### src/rtl/fetch_ctrl_pkg.sv
// fetch_ctrl_pkg
//   Shared definitions for the instruction fetch controller: FSM state
//   encoding, the NOP used to fill an empty decode slot, and the default
//   datapath width.
package fetch_ctrl_pkg;

  localparam int          XLEN_DEF  = 32;
  localparam logic [31:0] NOP_INSTR = 32'h0000_0013;  // addi x0, x0, 0

  // FETCH: normal operation.
  // DROP : a request is outstanding whose returning data is stale and is
  //        discarded when it arrives.
  typedef enum logic {
    ST_FETCH = 1'b0,
    ST_DROP  = 1'b1
  } fetch_state_e;

endpackage

### src/rtl/fetch_ctrl_buf.sv
// fetch_ctrl_buf
//   Two-entry shift FIFO holding {pc, instr} pairs between instruction
//   memory and decode. Entry e0 is always the head, so the head output is a
//   plain register that holds its value while decode stalls.
// Ports
//   clk, rst   clock, synchronous active-high reset
//   push, din  write one entry (ignored when full and not popping)
//   pop        remove the head (ignored when empty)
//   flush      empty the FIFO; overrides push and pop
//   count      current occupancy, 0..2
//   head       head entry (meaningful only when count != 0)
module fetch_ctrl_buf #(
  parameter int             W       = 64,
  parameter logic [W-1:0]   RST_VAL = '0
) (
  input  logic         clk,
  input  logic         rst,
  input  logic         push,
  input  logic         pop,
  input  logic         flush,
  input  logic [W-1:0] din,
  output logic [1:0]   count,
  output logic [W-1:0] head
);

  logic [W-1:0] e0;
  logic [W-1:0] e1;
  logic         do_pop;
  logic         do_push;

  assign do_pop  = pop && (count != 2'd0);
  assign do_push = push && ((count != 2'd2) || do_pop);
  assign head    = e0;

  always_ff @(posedge clk) begin
    if (rst) begin
      e0    <= RST_VAL;
      e1    <= RST_VAL;
      count <= 2'd0;
    end else if (flush) begin
      count <= 2'd0;
    end else begin
      count <= count + {1'b0, do_push} - {1'b0, do_pop};
      case (count)
        2'd0: if (do_push) e0 <= din;
        2'd1: begin
          if (do_push && do_pop) e0 <= din;
          else if (do_push)      e1 <= din;
        end
        default: begin
          if (do_pop) e0 <= e1;
          if (do_push) e1 <= din;
        end
      endcase
    end
  end

endmodule

### src/rtl/fetch_ctrl.sv
// fetch_ctrl
//   Instruction fetch sequencer. Owns the PC, issues word requests to
//   instruction memory, buffers returned words in a 2-entry FIFO and
//   presents {pc, instr} to decode. Execute-stage redirects flush the buffer
//   and any in-flight request is dropped when its data returns.
//
// Handshakes: imem_req/imem_ack -- imem_req is registered and, once high,
//   stays high with imem_addr stable until the cycle imem_ack is sampled
//   high; imem_ack is ignored while imem_req is low. if_valid/if_ready --
//   an entry transfers on any cycle with if_valid & if_ready; while
//   if_ready is low the presented entry is held unchanged.
//
// Ports
//   clk, rst                 clock, synchronous active-high reset
//   fetch_en                 allow new requests
//   imem_req/addr/ack/rdata  instruction memory port
//   redirect_valid/pc        one-cycle redirect from execute
//   if_valid/ready/pc/instr  decode port
//   misalign_err             one-cycle pulse for a misaligned redirect target
//   state                    current FSM state, for observation
module fetch_ctrl
  import fetch_ctrl_pkg::*;
#(
  parameter int              XLEN     = XLEN_DEF,
  parameter logic [XLEN-1:0] RESET_PC = '0
) (
  input  logic            clk,
  input  logic            rst,
  input  logic            fetch_en,
  output logic            imem_req,
  output logic [XLEN-1:0] imem_addr,
  input  logic            imem_ack,
  input  logic [XLEN-1:0] imem_rdata,
  input  logic            redirect_valid,
  input  logic [XLEN-1:0] redirect_pc,
  output logic            if_valid,
  input  logic            if_ready,
  output logic [XLEN-1:0] if_pc,
  output logic [XLEN-1:0] if_instr,
  output logic            misalign_err,
  output fetch_state_e    state
);

  logic [XLEN-1:0]   pc;
  logic [1:0]        occ;
  logic [1:0]        occ_next;
  logic [2*XLEN-1:0] head;
  logic              acked;
  logic              push;
  logic              pop;
  logic              may_issue;

  assign acked = imem_req && imem_ack;
  // A redirect flushes the buffer, so it suppresses this cycle's push/pop.
  assign push  = !redirect_valid && (state == ST_FETCH) && acked;
  assign pop   = !redirect_valid && if_valid && if_ready;

  // Issuing only when the post-edge occupancy is at most 1 leaves room for
  // the response of the new request, so an ack never finds the buffer full.
  assign occ_next  = occ + {1'b0, push} - {1'b0, pop};
  assign may_issue = fetch_en && (!imem_req || imem_ack) && (occ_next <= 2'd1);

  always_ff @(posedge clk) begin
    if (rst) begin
      pc           <= RESET_PC;
      state        <= ST_FETCH;
      imem_req     <= 1'b0;
      imem_addr    <= '0;
      misalign_err <= 1'b0;
    end else begin
      misalign_err <= redirect_valid && (redirect_pc[1:0] != 2'b00);
      if (redirect_valid) begin
        pc <= {redirect_pc[XLEN-1:2], 2'b00};
        if (imem_req && !imem_ack) begin
          // Keep the request up until memory answers, then discard it.
          state <= ST_DROP;
        end else begin
          // Any data arriving now is stale; the target issues next cycle.
          state    <= ST_FETCH;
          imem_req <= 1'b0;
        end
      end else if (may_issue) begin
        // Also covers DROP completing: the stale ack ends it and the next
        // request goes out on the same edge.
        state     <= ST_FETCH;
        imem_req  <= 1'b1;
        imem_addr <= pc;
        pc        <= pc + XLEN'(4);
      end else if (acked) begin
        state    <= ST_FETCH;
        imem_req <= 1'b0;
      end
    end
  end

  fetch_ctrl_buf #(
    .W       (2 * XLEN),
    .RST_VAL ({{XLEN{1'b0}}, XLEN'(NOP_INSTR)})
  ) u_buf (
    .clk   (clk),
    .rst   (rst),
    .push  (push),
    .pop   (pop),
    .flush (redirect_valid),
    .din   ({imem_addr, imem_rdata}),
    .count (occ),
    .head  (head)
  );

  assign if_valid = (occ != 2'd0);
  assign if_pc    = head[2*XLEN-1:XLEN];
  assign if_instr = head[XLEN-1:0];

endmodule

### config.mk
export PLATFORM = sky130hd
export DESIGN_NAME = fetch_ctrl
export DESIGN_NICKNAME = d
export VERILOG_FILES = /design/src/rtl/fetch_ctrl_pkg.sv /design/src/rtl/fetch_ctrl_buf.sv /design/src/rtl/fetch_ctrl.sv
export SDC_FILE = /design/constraint.sdc
export NUM_CORES = 1
export LEC_CHECK = 0
export ABC_CLOCK_PERIOD_IN_PS = 5500
export BUFFER_PORTS_ARGS = -buffer_cell sky130_fd_sc_hd__buf_2
export CAP_MARGIN = 15
export CORE_ASPECT_RATIO = 1.75
export CORE_MARGIN = 1.5
export CORE_UTILIZATION = 30
export DETAILED_ROUTE_END_ITERATION = 12
export GPL_TIMING_DRIVEN = 0
export PLACE_DENSITY_LB_ADDON = 0.3
export RECOVER_POWER = 50
export SLEW_MARGIN = 10
export SYNTH_ARGS = -nofsm -noshare
export SYNTH_HDL_FRONTEND = slang
export SYNTH_SLANG_ARGS = --single-unit
### constraint.sdc
create_clock -name clk -period 5.5 [get_ports clk]
set_clock_uncertainty 0.2 [all_clocks]
set_input_delay 0 -clock clk [delete_from_list [all_inputs] [get_ports clk]]
set_output_delay 0 -clock clk [all_outputs]
set_load 0.005 [all_outputs]
# Yosys cells after proc, flatten, opt, wreduce, memory -nomap -nowiden

Index checks and enable logic that the tools add are counted.

$add $sub $neg: 5
Eq/ne operators: 6
Magnitude comparators: 1
Multiplexer cells: 16
Reductions and logical operators: 28
Bitwise logic cells: 3

Operators with widths:

| operator                                            | count |
|---|---|
| two-way mux 64 bit                                  | 5 |
| one-hot mux 64 bit (2 select lines)                 | 2 |
| two-way mux 32 bit                                  | 2 |
| adder 32 x 3 -> 32 bit, second input constant       | 1 |
| logical AND 1 bit                                   | 12 |
| two-way mux 1 bit                                   | 7 |
| != test 2 bit, second input constant                | 3 |
| nonzero test 2 bit                                  | 3 |
| nonzero test 3 bit                                  | 2 |
| adder 2 x 1 -> 2 bit                                | 2 |
| != test 2 x 1 -> 1 bit, second input constant       | 2 |
| AND reduction 2 bit                                 | 2 |
| AND reduction 4 bit                                 | 1 |
| subtractor 2 x 1 -> 2 bit                           | 2 |
| logical NOT 1 bit                                   | 3 |
| NOT 1 bit                                           | 3 |
| AND reduction 3 bit                                 | 1 |
| == test 2 x 1 -> 1 bit, second input constant       | 1 |
| <= comparator 2 x 1 -> 1 bit, second input constant | 1 |
| logical NOT 2 bit                                   | 1 |
| logical OR 1 bit                                    | 2 |
| OR reduction 2 bit                                  | 1 |

Output and inout port bits: 100
Bits in registers: 197
Bits of input ports: 70

# Logic depth before layout (Yosys ltp)

Depth after elaboration: 9
Mapped depth: 10
Mapped depth without buffers: 8

# Cells and area by module

Synthesis repeated with hierarchy kept, for this count alone.

Cells, all modules: 929
Area total of the unflattened synthesis: 9420.3 µm²

By module, submodules not included:

| module         | sequential area each (µm²) | area an instance (µm²) | cells each | times used |
|---|---|---|---|---|
| fetch_ctrl_buf | 2602.5                     | 6331.1                 | 593        | 1 |
| fetch_ctrl     | 1261.2                     | 3089.2                 | 336        | 1 |

# Worst setup path after synthesis

Ideal clock, no wire load.

Path kind: reg-to-reg
From: register u_buf.count[1]
To: register pc[12]
Arrival time: 2.528 ns
Stages on the path, launching flop included: 10
Slack: 2.682 ns
Path buffers: 1
Period minus slack after synthesis: 2.818 ns
Setup time: 0.091 ns
Cell sequence: dfxtp_1 > clkbuf_1 > nor2_1 > nor3_1 > ha_1 > xor2_1 > nor3_2 > or4_4 > or3_1 > a311oi_1

Longest elaborated chain between the ends: 7

Ends and longest elaborated chain:

| item                                                         | RTL line             | source |
|---|---|---|
| from (decl)                                                  | fetch_ctrl_buf.sv:22 | `output logic [1:0] count,` |
| from (signal assigned)                                       | fetch_ctrl_buf.sv:43 | `count <= count + {1'b0, do_push} - {1'b0, do_pop};` |
| branches (longest 3 deep; another with adder 2 x 1 -> 2 bit) | -                    |  |
| subtractor 2 x 1 -> 2 bit *                                  | fetch_ctrl.sv:60     | `assign occ_next = occ + {1'b0, push} - {1'b0, pop};` |
| <= comparator 2 x 1 -> 1 bit *                               | fetch_ctrl.sv:61     | `assign may_issue = fetch_en && (!imem_req \|\| imem_ack) && (occ_next <= 2'd1);` |
| logical AND 1 bit *                                          | fetch_ctrl.sv:61     |  |
| nonzero test 2 bit (no source line) *                        | -                    |  |
| to (signal assigned)                                         | fetch_ctrl.sv:73     | `pc <= {redirect_pc[XLEN-1:2], 2'b00};` |
| to (signal assigned)                                         | fetch_ctrl.sv:88     | `pc <= pc + XLEN'(4);` |
| to (decl)                                                    | fetch_ctrl.sv:44     | `logic [XLEN-1:0] pc;` |

Mark *: on every way between the ends.
A chain may end at the register's enable or synchronous reset.

# Final worst setup path

From: register u_buf.count[1]
To: register pc[24]

The elaborated chain is that of the path after synthesis.

==> Implementation_results.wiki <==
{| class="wikitable"
! Metric !! Value
|-
| Cells on worst reg2reg path || 11
|-
| Min Clock Period, post-route || 4.280 ns
|-
| Reg-to-reg setup timing slack || approximately 1.2 ns
|-
| Maximum clock insertion buffer count || 2
|-
| Number of detailed-route iterations in the first pass || 5
|-
| Number of routed nets with antenna violations || 0
|-
| Overall die height || ~220 µm
|-
| Synthesized netlist cell count || about 900
|-
| Share of the synthesized area in compound gates (AO/OA/AOI/OAI) || about 16%
|-
| Number of DRC markers after the initial detailed-route iteration || just over 300
|-
| Launching point of the worst reg2reg path || u_buf.count[1]$_SDFF_PP0_
|-
| Maximum fanout encountered on the critical timing path || 10
|-
| Unrepaired setup endpoints after global routing || no
|-
| Placer congestion estimate || approximately 0.90
|-
| Total Negative Setup Slacks || 0 ns
|-
| Initial cell density of the core || a little under a third
|-
| Number of clock sinks seen by CTS || between 150 and 200
|-
| Most common cell after layout, fill and taps aside || dfxtp_1
|-
| Total internal power || 2.327 mW
|-
| Lkg Pwr || 3.708 nW
|-
| Number of nets in the layout || around 1200
|-
| Layout cells sized above 1 || 13.37%
|-
| Largest family of logic cells by synthesized area || simple AND/OR/NAND/NOR gates
|-
| Global route total overflow || 0
|-
| # IOs || 170
|-
| Final Hold Violating Endpoints || 0
|-
| Fraction of synthesized area in multiplexers || between 10% and 20%
|-
| Critical path type || flip-flop to flip-flop
|-
| Worst-skew pair later-pin latency || between 0.4 and 0.5 ns
|-
| Area share of xor/xnor cells in the synthesized design || around 2.5%
|-
| Average wire per standard cell || about 16 µm
|-
| Part of the total power dissipated in sequential elements || between 40% and 50%
|-
| Share of the clock period used by the worst path after layout || between 70% and 80%
|-
| Total of cells resized after clock tree synthesis || 0
|-
| Die width || 126.6 µm
|-
| Via count of the first global-routing pass || 7196
|-
| Switching part of the total power || between 20% and 30%
|-
| Rel. slew slack || 33.85%
|-
| Transition at the pin with the smallest max-transition slack || 0.9922 ns
|-
| Destination of the worst register-to-register timing path || pc[24]$_SDFFE_PP0P_
|-
| Number of library cell types mapped by synthesis || 52
|-
| Highest-count cells in the layout ignoring fill and taps || 189 x dfxtp_1, 135 x nand2_1, 120 x nor2_1
|-
| Max-cap violations || 0
|-
| Maximum resistive drop on vdd || about 220 µV
|-
| Setup-violating endpoint count in the final report || 0
|-
| Antenna violations before repair || 0
|-
| CTS tree || built
|-
| Global-route usage over all layers || 17.88%
|-
| Adder-cell share of the synthesized area || less than 1%
|-
| Diodes inserted || 0
|-
| Required time at the worst-slack endpoint || 5.62 ns
|-
| Area of the core region || around 26000 µm²
|-
| Number of buffers inserted during clock tree synthesis || 17
|-
| Total Die Area || between 20000 and 30000 µm²
|-
| Outcome || completed
|-
| Number of fill cells || approximately 2700
|-
| Vias per inst || 4.834
|-
| Layout area overhead || 31.33%
|-
| Pin count of the biggest net entering global routing || 17
|-
| Routed via count || 7241
|-
| Root cell of the clock tree || clkbuf_16
|-
| Net Switching || about 0.7 mW
|-
| Fraction of the yosys area taken by sequential cells || 47.20%
|-
| Total DRC errors in the routed layout || 0
|-
| Max frequency || 233.6 MHz
|-
| CTS clk-pin slew, worst paths || ~0.070 ns
|-
| Timing startpoint of the critical path || u_buf.count[1]$_SDFF_PP0_
|-
| Depth of the CTS H-tree || 4
|-
| Synthesized-area fraction occupied by and/or/nand/nor cells || between 10% and 20%
|-
| Total design power || just over 3 mW
|-
| Critical Path Start Type || flip-flop
|-
| Fraction of registers with async set or reset after synthesis || 0%
|-
| Final HPWL DP || 18800 µm
|-
| Worst EP arrival || roughly 4.4 ns
|-
| Netlist Area Pre-Place || ~8000 µm²
|-
| Count of pins over their slew limit || 0
|-
| CP endpoint || pc[24]$_SDFFE_PP0P_
|-
| Detailed Route WL || 24340 µm
|-
| Clock power frac || between 40% and 50%
|-
| Mean instance size in the synthesized netlist || a little under 9 µm²
|-
| Total power divided by cell area || between 200 and 300 nW/µm²
|-
| First-pass GRT wire length || about 38000 µm
|-
| #FFs+latches synth || 189
|-
| Tightest Hold Check Type || input pin to flip-flop
|-
| Yosys Warn Count || 0
|-
| Cell row count || a little under 80
|-
| Main synth FF type || dfxtp_1
|-
| Combinational share of power || 8.7%
|-
| Number of synthesized flops with an enable pin || 0
|-
| Number of buffers inserted by port buffering || 163
|-
| Critical path endpoint category || flip-flop
|}
[cell families (layout without fill, tap and decap cells)]
| group | Yosys count | in the layout |
|---|---|---|
| buffers and inverters | 83 | 350 |
| DFF | 189 | 189 |
| other | 1 | 4 |
| xor gates and xnor gates | 23 | 23 |
| AOI/OAI and AO/OA | 187 | 187 |
| muxes | 98 | 98 |
| and+or+nand+nor | 320 | 320 |
| adders and majority gates | 3 | 3 |
[what timing repair did]
action | CTS | global route
hold buffers | 73 | 0
endpoints found under the hold margin | 99 | 0
setup buffers | 0 | 0
[power groups by stage]
stage	clock network, mW	registers (mW)	logic, mW
final	1.31	1.46	0.265
after global routing	1.40	1.46	0.297
after CTS	1.35	1.46	0.273
after detailed placement	0	1.49	0.231
after global placement	0	1.49	0.230
after floorplan	0	1.48	0.131
[sequential cells by signal (all words and copies together), names as in the netlist]
signal / flops
pc: 30
u_buf.count: 2
imem_addr: 30
u_buf.e1: 62
u_buf.head: 62
misalign_err: 1
imem_req: 1
state: 1
[worst max-delay path, stage by stage (launching register included)]
cell,delay [ns]
dfxtp_1,0.38
clkbuf_1,0.59
nor2_1,0.18
nor3_1,0.19
ha_1,0.23
xnor2_1,0.13
nor3_1,0.42
clkbuf_1,0.48
o2111ai_1,0.32
o21a_1,0.27
o31a_1,0.22
dlygate4sd3_1,0.54
[worst min path at each step]
stage / startpoint / to / slack [ns] / cells past startpoint
after floorplan: redirect_pc[0] / misalign_err$_SDFF_PP0_ / -0.09 / 1
after global placement: redirect_pc[0] / misalign_err$_SDFF_PP0_ / -0.003 / 2
after detailed placement: redirect_pc[0] / misalign_err$_SDFF_PP0_ / 0.007 / 2
after CTS: redirect_pc[1] / misalign_err$_SDFF_PP0_ / 0.08 / 3
after global routing: rst / pc[28]$_SDFFE_PP0P_ / 0.12 / 5
final: rst / pc[28]$_SDFFE_PP0P_ / 0.1 / 5
[metal layers]
metal	up-vias	part of all wire, %	global-route usage, %
met2	153	55	35.08
met1	3346	39	18.06
met5	-	0	0
met4	0	3.7	8.429
met3	49	2.6	2.974
li1	3693	-	-
[cells in the mapped netlist (all sizes together) (4+ instances only)]
master / instances / share of area, %
nor4: 7 / 0.70
mux2i: 95 / 12
dfxtp: 189 / 47
o21ai: 7 / 0.44
clkbuf: 54 / 2.5
nand3b: 4 / 0.37
o21a: 4 / 0.37
nor2: 120 / 5.6
buf: 18 / 1.2
nand3: 10 / 0.62
and3: 7 / 0.55
inv: 11 / 0.52
a211oi: 78 / 7.3
xnor2: 10 / 1.1
xor2: 13 / 1.4
nand2: 135 / 6.3
o2111ai: 10 / 1.1
nand2b: 4 / 0.31
nor3: 12 / 0.81
a311oi: 6 / 0.66
a21oi: 66 / 4.3
or3: 6 / 0.47
[area by class of cell]
| type | instances | area, µm² | share of cell area, % |
|---|---|---|---|
| Sequential cell | 189 | 3784 | 35.94 |
| Clock buffer | 21 | 460.4 | 4.374 |
| Tap cell | 324 | 405.4 | 3.851 |
| Buffer | 72 | 299.0 | 2.841 |
| Timing Repair Buffer | 236 | 1479 | 14.05 |
| Multi-Input combinational cell | 635 | 3896 | 37.01 |
| Inverter | 11 | 41.29 | 0.3922 |
| Clock inverter | 10 | 162.7 | 1.545 |
[through the flow]
| step | cell area (µm²) | cells | hold slack, ns | util, % | setup slack [ns] |
|---|---|---|---|---|---|
| 4_1_cts | 10600 | 1498 | 0.07622 | 40.17 | 1.190 |
| 6_report | 10530 | 1498 | 0.09587 | 39.89 | 1.220 |
| 5_1_grt | 10530 | 1498 | 0.1167 | 39.89 | 0.8185 |
| 2_1_floorplan | 8028 | 907 | -0.08977 | - | 2.682 |
| 3_3_place_gp | 9249 | 1394 | -0.003489 | 35.04 | 1.789 |
| 3_5_place_dp | 9249 | 1394 | 0.007286 | 35.04 | 1.784 |
No activity file was read; power rests on OpenSTA's default activity.
